**src/rtl/dist_pair_scheduler_pkg.sv**
```systemverilog
// Shared encodings and defaults for the distance-calculator slice:
// scheduler FSM states and datapath widths.
package dist_pair_scheduler_pkg;

    localparam int DPS_WORD_WIDTH = 8;
    localparam int DPS_CNT_WIDTH  = 16;
    localparam int DPS_TIMEOUT    = 255;

    typedef enum logic [2:0] {
        ST_IDLE  = 3'd0,
        ST_ISSUE = 3'd1,
        ST_WAIT  = 3'd2,
        ST_EMIT  = 3'd3,
        ST_NEXT  = 3'd4,
        ST_FIN   = 3'd5
    } dps_state_e;

endpackage

```
**src/rtl/dist_pair_scheduler_if.sv**
```systemverilog
// Calculator request/response and result-stream signals of the pair scheduler.
// master = scheduler side, slave = calculator plus result consumer.
interface dist_pair_scheduler_if
    import dist_pair_scheduler_pkg::*;
#(
    parameter int WORD_WIDTH = DPS_WORD_WIDTH
);
    logic                  calc_en;
    logic [WORD_WIDTH-1:0] calc_idx1;
    logic [WORD_WIDTH-1:0] calc_idx2;
    logic                  calc_clear;
    logic                  calc_valid;
    logic [WORD_WIDTH-1:0] calc_dist;
    logic                  calc_overflow;
    logic                  res_valid;
    logic                  res_ready;
    logic [WORD_WIDTH-1:0] res_idx1;
    logic [WORD_WIDTH-1:0] res_idx2;
    logic [WORD_WIDTH-1:0] res_dist;
    logic                  res_overflow;

    modport master (
        output calc_en, calc_idx1, calc_idx2, calc_clear,
        output res_valid, res_idx1, res_idx2, res_dist, res_overflow,
        input  calc_valid, calc_dist, calc_overflow, res_ready
    );

    modport slave (
        input  calc_en, calc_idx1, calc_idx2, calc_clear,
        input  res_valid, res_idx1, res_idx2, res_dist, res_overflow,
        output calc_valid, calc_dist, calc_overflow, res_ready
    );
endinterface

```
**src/rtl/dist_pair_index_gen.sv**
```systemverilog
// Walks ordered index pairs idx1 < idx2 < n in row-major order.
// last flags that the current pair is the final one of the sweep.
module dist_pair_index_gen
    import dist_pair_scheduler_pkg::*;
#(
    parameter int WORD_WIDTH = DPS_WORD_WIDTH
) (
    input  logic                  clk,
    input  logic                  reset_n,
    input  logic                  load,
    input  logic                  advance,
    input  logic [WORD_WIDTH-1:0] n,
    output logic [WORD_WIDTH-1:0] idx1,
    output logic [WORD_WIDTH-1:0] idx2,
    output logic                  last
);
    logic [WORD_WIDTH:0] i2_p1;
    logic [WORD_WIDTH:0] i1_p2;
    logic [WORD_WIDTH:0] n_x;
    logic                step2;

    // One extra bit so the compares against n never wrap
    assign n_x   = {1'b0, n};
    assign i2_p1 = {1'b0, idx2} + (WORD_WIDTH+1)'(1);
    assign i1_p2 = {1'b0, idx1} + (WORD_WIDTH+1)'(2);
    assign step2 = i2_p1 < n_x;
    assign last  = !step2 && !(i1_p2 < n_x);

    always_ff @(posedge clk or negedge reset_n) begin
        if (!reset_n) begin
            idx1 <= '0;
            idx2 <= '0;
        end else if (load) begin
            idx1 <= '0;
            idx2 <= WORD_WIDTH'(1);
        end else if (advance) begin
            if (step2) begin
                idx2 <= i2_p1[WORD_WIDTH-1:0];
            end else begin
                idx1 <= idx1 + WORD_WIDTH'(1);
                idx2 <= i1_p2[WORD_WIDTH-1:0];
            end
        end
    end
endmodule

```
**src/rtl/dist_pair_scheduler.sv**
```systemverilog
// Sequences the distance calculator over every index pair of one kernel
// and streams tagged results downstream.
module dist_pair_scheduler
    import dist_pair_scheduler_pkg::*;
#(
    parameter int WORD_WIDTH = DPS_WORD_WIDTH,
    parameter int CNT_WIDTH  = DPS_CNT_WIDTH,
    parameter int TIMEOUT    = DPS_TIMEOUT
) (
    input  logic                  clk,
    input  logic                  reset_n,
    input  logic                  start,
    input  logic                  abort,
    input  logic [WORD_WIDTH-1:0] cfg_ke_size,
    dist_pair_scheduler_if.master bus,
    output logic                  busy,
    output logic                  done,
    output logic                  timeout_err,
    output logic [CNT_WIDTH-1:0]  pair_cnt
);
    localparam int WD_W = $clog2(TIMEOUT + 1);

    dps_state_e            state_q;
    dps_state_e            state_d;
    logic [WORD_WIDTH-1:0] n_q;
    logic [WD_W-1:0]       wdog_q;
    logic [WORD_WIDTH-1:0] idx1;
    logic [WORD_WIDTH-1:0] idx2;
    logic                  idx_last;
    logic                  idx_load;
    logic                  idx_adv;
    logic                  latch_cfg;
    logic                  capture;
    logic                  clr_set;
    logic                  done_set;
    logic                  to_set;
    logic                  cnt_inc;
    logic                  wd_clr;
    logic                  wd_inc;
    logic                  wd_hit;

    dist_pair_index_gen #(
        .WORD_WIDTH(WORD_WIDTH)
    ) u_idx (
        .clk    (clk),
        .reset_n(reset_n),
        .load   (idx_load),
        .advance(idx_adv),
        .n      (n_q),
        .idx1   (idx1),
        .idx2   (idx2),
        .last   (idx_last)
    );

    assign wd_hit        = wdog_q == WD_W'(TIMEOUT - 1);
    assign busy          = state_q != ST_IDLE;
    assign bus.calc_en   = state_q == ST_ISSUE;
    assign bus.res_valid = state_q == ST_EMIT;
    assign bus.calc_idx1 = idx1;
    assign bus.calc_idx2 = idx2;

    always_ff @(posedge clk or negedge reset_n) begin
        if (!reset_n) state_q <= ST_IDLE;
        else          state_q <= state_d;
    end

    always_comb begin
        state_d   = state_q;
        idx_load  = 1'b0;
        idx_adv   = 1'b0;
        latch_cfg = 1'b0;
        capture   = 1'b0;
        clr_set   = 1'b0;
        done_set  = 1'b0;
        to_set    = 1'b0;
        cnt_inc   = 1'b0;
        wd_clr    = 1'b0;
        wd_inc    = 1'b0;
        if (busy && abort) begin
            state_d = ST_IDLE;
            clr_set = state_q == ST_WAIT;
        end else begin
            unique case (state_q)
                ST_IDLE: if (start) begin
                    latch_cfg = 1'b1;
                    if (cfg_ke_size < WORD_WIDTH'(2)) begin
                        state_d = ST_FIN;
                    end else begin
                        idx_load = 1'b1;
                        state_d  = ST_ISSUE;
                    end
                end
                ST_ISSUE: begin
                    wd_clr  = 1'b1;
                    state_d = ST_WAIT;
                end
                // A result arriving on the timeout cycle still wins
                ST_WAIT: if (bus.calc_valid) begin
                    capture = 1'b1;
                    clr_set = 1'b1;
                    state_d = ST_EMIT;
                end else if (wd_hit) begin
                    to_set  = 1'b1;
                    clr_set = 1'b1;
                    state_d = ST_FIN;
                end else begin
                    wd_inc = 1'b1;
                end
                ST_EMIT: if (bus.res_ready) begin
                    cnt_inc = 1'b1;
                    state_d = ST_NEXT;
                end
                ST_NEXT: if (idx_last) begin
                    state_d = ST_FIN;
                end else begin
                    idx_adv = 1'b1;
                    state_d = ST_ISSUE;
                end
                ST_FIN: begin
                    done_set = 1'b1;
                    state_d  = ST_IDLE;
                end
                default: state_d = ST_IDLE;
            endcase
        end
    end

    always_ff @(posedge clk or negedge reset_n) begin
        if (!reset_n) begin
            n_q              <= '0;
            wdog_q           <= '0;
            pair_cnt         <= '0;
            timeout_err      <= 1'b0;
            done             <= 1'b0;
            bus.calc_clear   <= 1'b0;
            bus.res_idx1     <= '0;
            bus.res_idx2     <= '0;
            bus.res_dist     <= '0;
            bus.res_overflow <= 1'b0;
        end else begin
            done           <= done_set;
            bus.calc_clear <= clr_set;
            if (latch_cfg) begin
                n_q         <= cfg_ke_size;
                pair_cnt    <= '0;
                timeout_err <= 1'b0;
            end
            if (to_set) timeout_err <= 1'b1;
            if (cnt_inc && pair_cnt != '1) begin
                pair_cnt <= pair_cnt + CNT_WIDTH'(1);
            end
            if (wd_clr)      wdog_q <= '0;
            else if (wd_inc) wdog_q <= wdog_q + WD_W'(1);
            if (capture) begin
                bus.res_idx1     <= idx1;
                bus.res_idx2     <= idx2;
                bus.res_dist     <= bus.calc_dist;
                bus.res_overflow <= bus.calc_overflow;
            end
        end
    end
endmodule

```
**src/flat_wrapper.sv**
```systemverilog
// flat-port wrapper written by rule: the top's interface ports become plain ports
module dist_pair_scheduler_flat import dist_pair_scheduler_pkg::*;
#(
    parameter int WORD_WIDTH = DPS_WORD_WIDTH,
    parameter int CNT_WIDTH  = DPS_CNT_WIDTH,
    parameter int TIMEOUT    = DPS_TIMEOUT
)
  (clk, reset_n, start, abort, cfg_ke_size, busy, done, timeout_err, pair_cnt, bus_calc_en, bus_calc_idx1, bus_calc_idx2, bus_calc_clear, bus_res_valid, bus_res_idx1, bus_res_idx2, bus_res_dist, bus_res_overflow, bus_calc_valid, bus_calc_dist, bus_calc_overflow, bus_res_ready);
  dist_pair_scheduler_if #(.WORD_WIDTH(WORD_WIDTH)) bus_i ();
  input  logic clk;
  input  logic reset_n;
  input  logic start;
  input  logic abort;
  input  logic [WORD_WIDTH-1:0] cfg_ke_size;
  output logic busy;
  output logic done;
  output logic timeout_err;
  output logic [CNT_WIDTH-1:0] pair_cnt;
  output wire logic [$bits(bus_i.calc_en)-1:0] bus_calc_en;
  output wire logic [$bits(bus_i.calc_idx1)-1:0] bus_calc_idx1;
  output wire logic [$bits(bus_i.calc_idx2)-1:0] bus_calc_idx2;
  output wire logic [$bits(bus_i.calc_clear)-1:0] bus_calc_clear;
  output wire logic [$bits(bus_i.res_valid)-1:0] bus_res_valid;
  output wire logic [$bits(bus_i.res_idx1)-1:0] bus_res_idx1;
  output wire logic [$bits(bus_i.res_idx2)-1:0] bus_res_idx2;
  output wire logic [$bits(bus_i.res_dist)-1:0] bus_res_dist;
  output wire logic [$bits(bus_i.res_overflow)-1:0] bus_res_overflow;
  input wire logic [$bits(bus_i.calc_valid)-1:0] bus_calc_valid;
  input wire logic [$bits(bus_i.calc_dist)-1:0] bus_calc_dist;
  input wire logic [$bits(bus_i.calc_overflow)-1:0] bus_calc_overflow;
  input wire logic [$bits(bus_i.res_ready)-1:0] bus_res_ready;
  assign bus_calc_en = bus_i.calc_en;
  assign bus_calc_idx1 = bus_i.calc_idx1;
  assign bus_calc_idx2 = bus_i.calc_idx2;
  assign bus_calc_clear = bus_i.calc_clear;
  assign bus_res_valid = bus_i.res_valid;
  assign bus_res_idx1 = bus_i.res_idx1;
  assign bus_res_idx2 = bus_i.res_idx2;
  assign bus_res_dist = bus_i.res_dist;
  assign bus_res_overflow = bus_i.res_overflow;
  assign bus_i.calc_valid = bus_calc_valid;
  assign bus_i.calc_dist = bus_calc_dist;
  assign bus_i.calc_overflow = bus_calc_overflow;
  assign bus_i.res_ready = bus_res_ready;
  dist_pair_scheduler #(.WORD_WIDTH(WORD_WIDTH), .CNT_WIDTH(CNT_WIDTH), .TIMEOUT(TIMEOUT)) u_core (.clk(clk), .reset_n(reset_n), .start(start), .abort(abort), .cfg_ke_size(cfg_ke_size), .bus(bus_i), .busy(busy), .done(done), .timeout_err(timeout_err), .pair_cnt(pair_cnt));
endmodule
```
**config.mk**
```make
export PLATFORM = sky130hd
export DESIGN_NAME = dist_pair_scheduler_flat
export DESIGN_NICKNAME = d
export VERILOG_FILES = /design/src/rtl/dist_pair_scheduler_pkg.sv /design/src/rtl/dist_pair_scheduler_if.sv /design/src/rtl/dist_pair_index_gen.sv /design/src/rtl/dist_pair_scheduler.sv /design/src/flat_wrapper.sv
export SDC_FILE = /design/constraint.sdc
export NUM_CORES = 1
export LEC_CHECK = 0
export CAP_MARGIN = 5
export CORE_ASPECT_RATIO = 0.9
export CORE_UTILIZATION = 40
export CTS_CLUSTER_DIAMETER = 80
export CTS_CLUSTER_SIZE = 25
export DETAILED_ROUTE_END_ITERATION = 7
export GPL_TIMING_DRIVEN = 0
export PLACE_DENSITY = 0.7
export SYNTH_ARGS = -nofsm -noshare
export SYNTH_HDL_FRONTEND = slang
export SYNTH_SLANG_ARGS = --single-unit
```
**constraint.sdc**
```tcl
create_clock -name clk -period 3.3 [get_ports clk]
set_input_delay 0.495 -clock clk [delete_from_list [all_inputs] [get_ports clk]]
set_output_delay 0.495 -clock clk [all_outputs]
set_load 0.05 [all_outputs]
```
==> out/results.tsv <==
stage	metric	value	unit
cells_and_area	finalNonFillerCells	673	
yosys	synthCells	438	
sta	hold_violations	0	
yosys	synth_top_family_by_area	simple AND/OR/NAND/NOR gates	
global_route	grt_max_degree	58	
cells_and_area	final_common_cell	clkdlybuf4s50_1	
worst_setup_path	worstPathArrival	3.46	ns
pwr	peakVddDrop	524	µV
yosys	ys_seq_area_share	45.7	%
die	core-area	0.0104	mm²
die	initial_core_util	41.7	%
yosys	netlist_area	0.00432	mm²
status	outcome	finished, violations left	
die	die_x	112	µm
cts	cts_tree	yes	
worst_setup_path	cp-end-kind	register	
global_route	grt_use_total	20.0	%
cts	cts_htree_levels	3	
placed_design	portBuffers	85	
worst_setup_path	endpoint	u_core.u_idx.idx2[3]	
worst_setup_path	r2r-start	u_core.u_idx.idx1[1]	
sta	setup_slack	0.123	ns
cells_and_area	final_layout_size_suffix_gt1_share	14.2	%
pwr	netSwitchingPower	1.46	mW
route	drc	7	
pwr	power	3.70	mW
worst_setup_path	reg2reg_slack	0.12	ns
cells_and_area	post-route-util	55.3	%
worst_setup_path	worst_path_max_delay_cell	dfrtp_2	
route	ant_nets	0	
cells_and_area	synthToLayoutAreaGrowth	32.6	%
global_route	antenna_found_initial	0	
pwr	swShare	39.5	%
pwr	p_int	2.24	mW
route	drt_wl_total	10800	µm
placed_design	finalWeightedCongestion	0.917	
pwr	clkPwrFrac	27.5	%
yosys	synth_compound_area_share	16.8	%
status	violations	DRC	
cts	clkLatencyLatePin	0.34	ns
die	fp.dieArea	0.0112	mm²
sta	skew	0.0107	ns
run	drv_cap	0	
yosys	synthXorXnorAreaFrac	3.65	%
yosys	muxShareOfSynthArea	7.38	%
worst_setup_path	critPathLaunchType	register	
cts	cts_sinks	79	
placed_design	dp_hpwl	7660	µm
pwr	powerDensity	646	mW/mm²
hold_path	hold_path_class	in2async	
global_route	grt_pass1_vias	3624	
worst_setup_path	cpPeakStageDelay	0.41	ns
sta	setup_viol	0	
sta	tns	0	ns
worst_setup_path	cp_max_fo	6	
sta	finalCritPeriodShare	96.3	%
die	die_h	101	µm
yosys	ys_ff_latch	79	
worst_setup_path	path_class	reg2reg	
worst_setup_path	rr_endpoint	u_core.u_idx.idx2[3]	
sta	slew_headroom	43.8	%
cells_and_area	fill_cells	920	
die	rows	35	
global_route	grt_pass1_wl	17600	µm
route	post_drt_wl_per_cell	16.0	µm
yosys	syn_nets	481	
placed_design	place_inst	653	
cells_and_area	antennaDiodeCount	0	
placed_design	pre_cts_ws	-0.0842	ns
route	drt-vias-per-instance	5.59	
pwr	seqPwrFrac	32.9	%
worst_setup_path	worstRegToRegCells	12	
cells_and_area	nets	582	
pwr	p_comb_share	39.6	%
global_route	overflow	0	
yosys	avgSynthCellArea	9.87	µm²
yosys	synth-adder-area-share	5.79	%
yosys	synth_flop_cell	dfrtp_1	
worst_setup_path	required	3.58	ns
cells_and_area	layout_common_cells	clkdlybuf4s50_1 (84), dfrtp_1 (76), nand2_1 (44)	
route	num_vias	3764	
yosys	ys_async_sr_fraction	100	%
pwr	leakage	2.53	nW
sta	slew_viol_final	0	
cts	cts_buffer_depth	2	
cts	cts_root_buffer	clkbuf_16	
route	drt_iter0_markers	197	
yosys	synth_warnings	0	
worst_setup_path	startpoint	u_core.u_idx.idx1[1]	
cts	cts_buffers	9	
yosys	yosys.area_share.simple	17.3	%
die	ios	86	
sta	fin_crit	3.18	ns
yosys	synth_cell_types	57	
sta	fmax	0.315	GHz
sta	tightest_slew	0.835	ns
worst_setup_path	cp_cell_sequence	ha_2, nand3_2, inv_1, nand3_1, xnor2_2, ha_1, and3_2, a221oi_2, o21a_2, nand2_1, o21ai_1, o221a_2	
yosys	synth_edf_count	0	
cts	clk_pin_slew	0.06	ns
route	dr.pass1.iters	7	
[flip-flops by register name, indices dropped and copies added (netlist names), 3 cells and up]
signal / flops
u_core.bus.res_idx2: 8
u_core.u_idx.idx2: 8
u_core.pair_cnt: 16
u_core.n_q: 8
u_core.wdog_q: 8
u_core.u_idx.idx1: 8
u_core.bus.res_idx1: 8
u_core.state_q: 3
u_core.bus.res_dist: 8
[worst min path at each step]
stage,slack (ns),startpoint,end
floorplan,0.20,reset_n,u_core.bus.calc_clear
global placement,0.47,u_core.bus.res_idx2[4],u_core.bus.res_idx2[4]
detailed placement,0.41,reset_n,u_core.bus.res_idx1[7]
CTS,0.05,reset_n,u_core.bus.res_idx1[0]
global route,0.06,reset_n,u_core.bus.res_idx1[0]
finish,0.04,reset_n,u_core.bus.res_idx1[0]
[cell type report]
type	count	area, µm²	share of cell area (%)
sequential	79	1980	34.5
tap	129	161	2.81
inverter	16	60.1	1.05
buffer	17	87.6	1.53
clock buffer	9	225	3.93
timing repair buffer	90	906	15.8
clock inverter	7	77.6	1.35
multi-input combinational	326	2240	39.0
[metrics by stage]
| step | hold slack, ns | area (µm²) |
|---|---|---|
| 2_1_floorplan | 0.199 | 4320 |
| 3_3_place_gp | 0.466 | 5340 |
| 3_5_place_dp | 0.415 | 5360 |
| 4_1_cts | 0.0452 | 5680 |
| 5_1_grt | 0.0603 | 5730 |
| 6_report | 0.0446 | 5730 |
[logic make-up (layout without fill, tap and decap cells)]
family,Yosys count,count (layout)
and+or+nand+nor,149,149
AOI/OAI and AO/OA,110,110
DFF,79,79
buffers and inverters,33,139
muxes,29,29
adders and majority gates,20,20
xor gates and xnor gates,18,18
[critical path: cells and delay by family (launching register included)]
| kind | cells | cell delay, ns |
|---|---|---|
| AOI/OAI and AO/OA | 4 | 1.16 |
| buffers and inverters | 1 | 0.08 |
| adders and majority gates | 2 | 0.57 |
| xor gates and xnor gates | 1 | 0.19 |
| and+or+nand+nor | 4 | 0.71 |
| DFF | 1 | 0.41 |
[cell usage after synthesis, drive strengths merged, types with 10 or more instances]
library cell | number | area (µm²)
dfrtp | 79 | 1980
nand2 | 44 | 165
o21ai | 42 | 214
nor2 | 27 | 104
nand3 | 24 | 120
mux2 | 23 | 259
ha | 20 | 250
a21oi | 16 | 80.1
inv | 16 | 60.1
o31ai | 11 | 82.6
xor2 | 10 | 87.6
[routing by layer]
layer / track usage (%) / share of wire (%)
met4: 9.25 / 2.0
met2: 32.5 / 47
met3: 4.33 / 4.9
met5: 0 / 0
met1: 25.7 / 46
[what timing repair did]
item / in CTS / in global routing
hold buffers: 0 / 0
pin swaps: 1 / 1
hold endpoints to repair: 0 / 0
endpoints found under the setup margin: 12 / 17
gates resized for setup: 2 / 10
setup buffers: 1 / 3
[power groups by stage]
stage	Combinational [mW]	Sequential (mW)	Clock, mW
floorplan	0.706	1.52	0
global placement	1.41	1.23	0
detailed placement	1.44	1.23	0
CTS	1.45	1.22	1.04
global route	1.58	1.24	1.09
finish	1.47	1.22	1.02
Note: power is estimated with default switching activity, not from simulation.
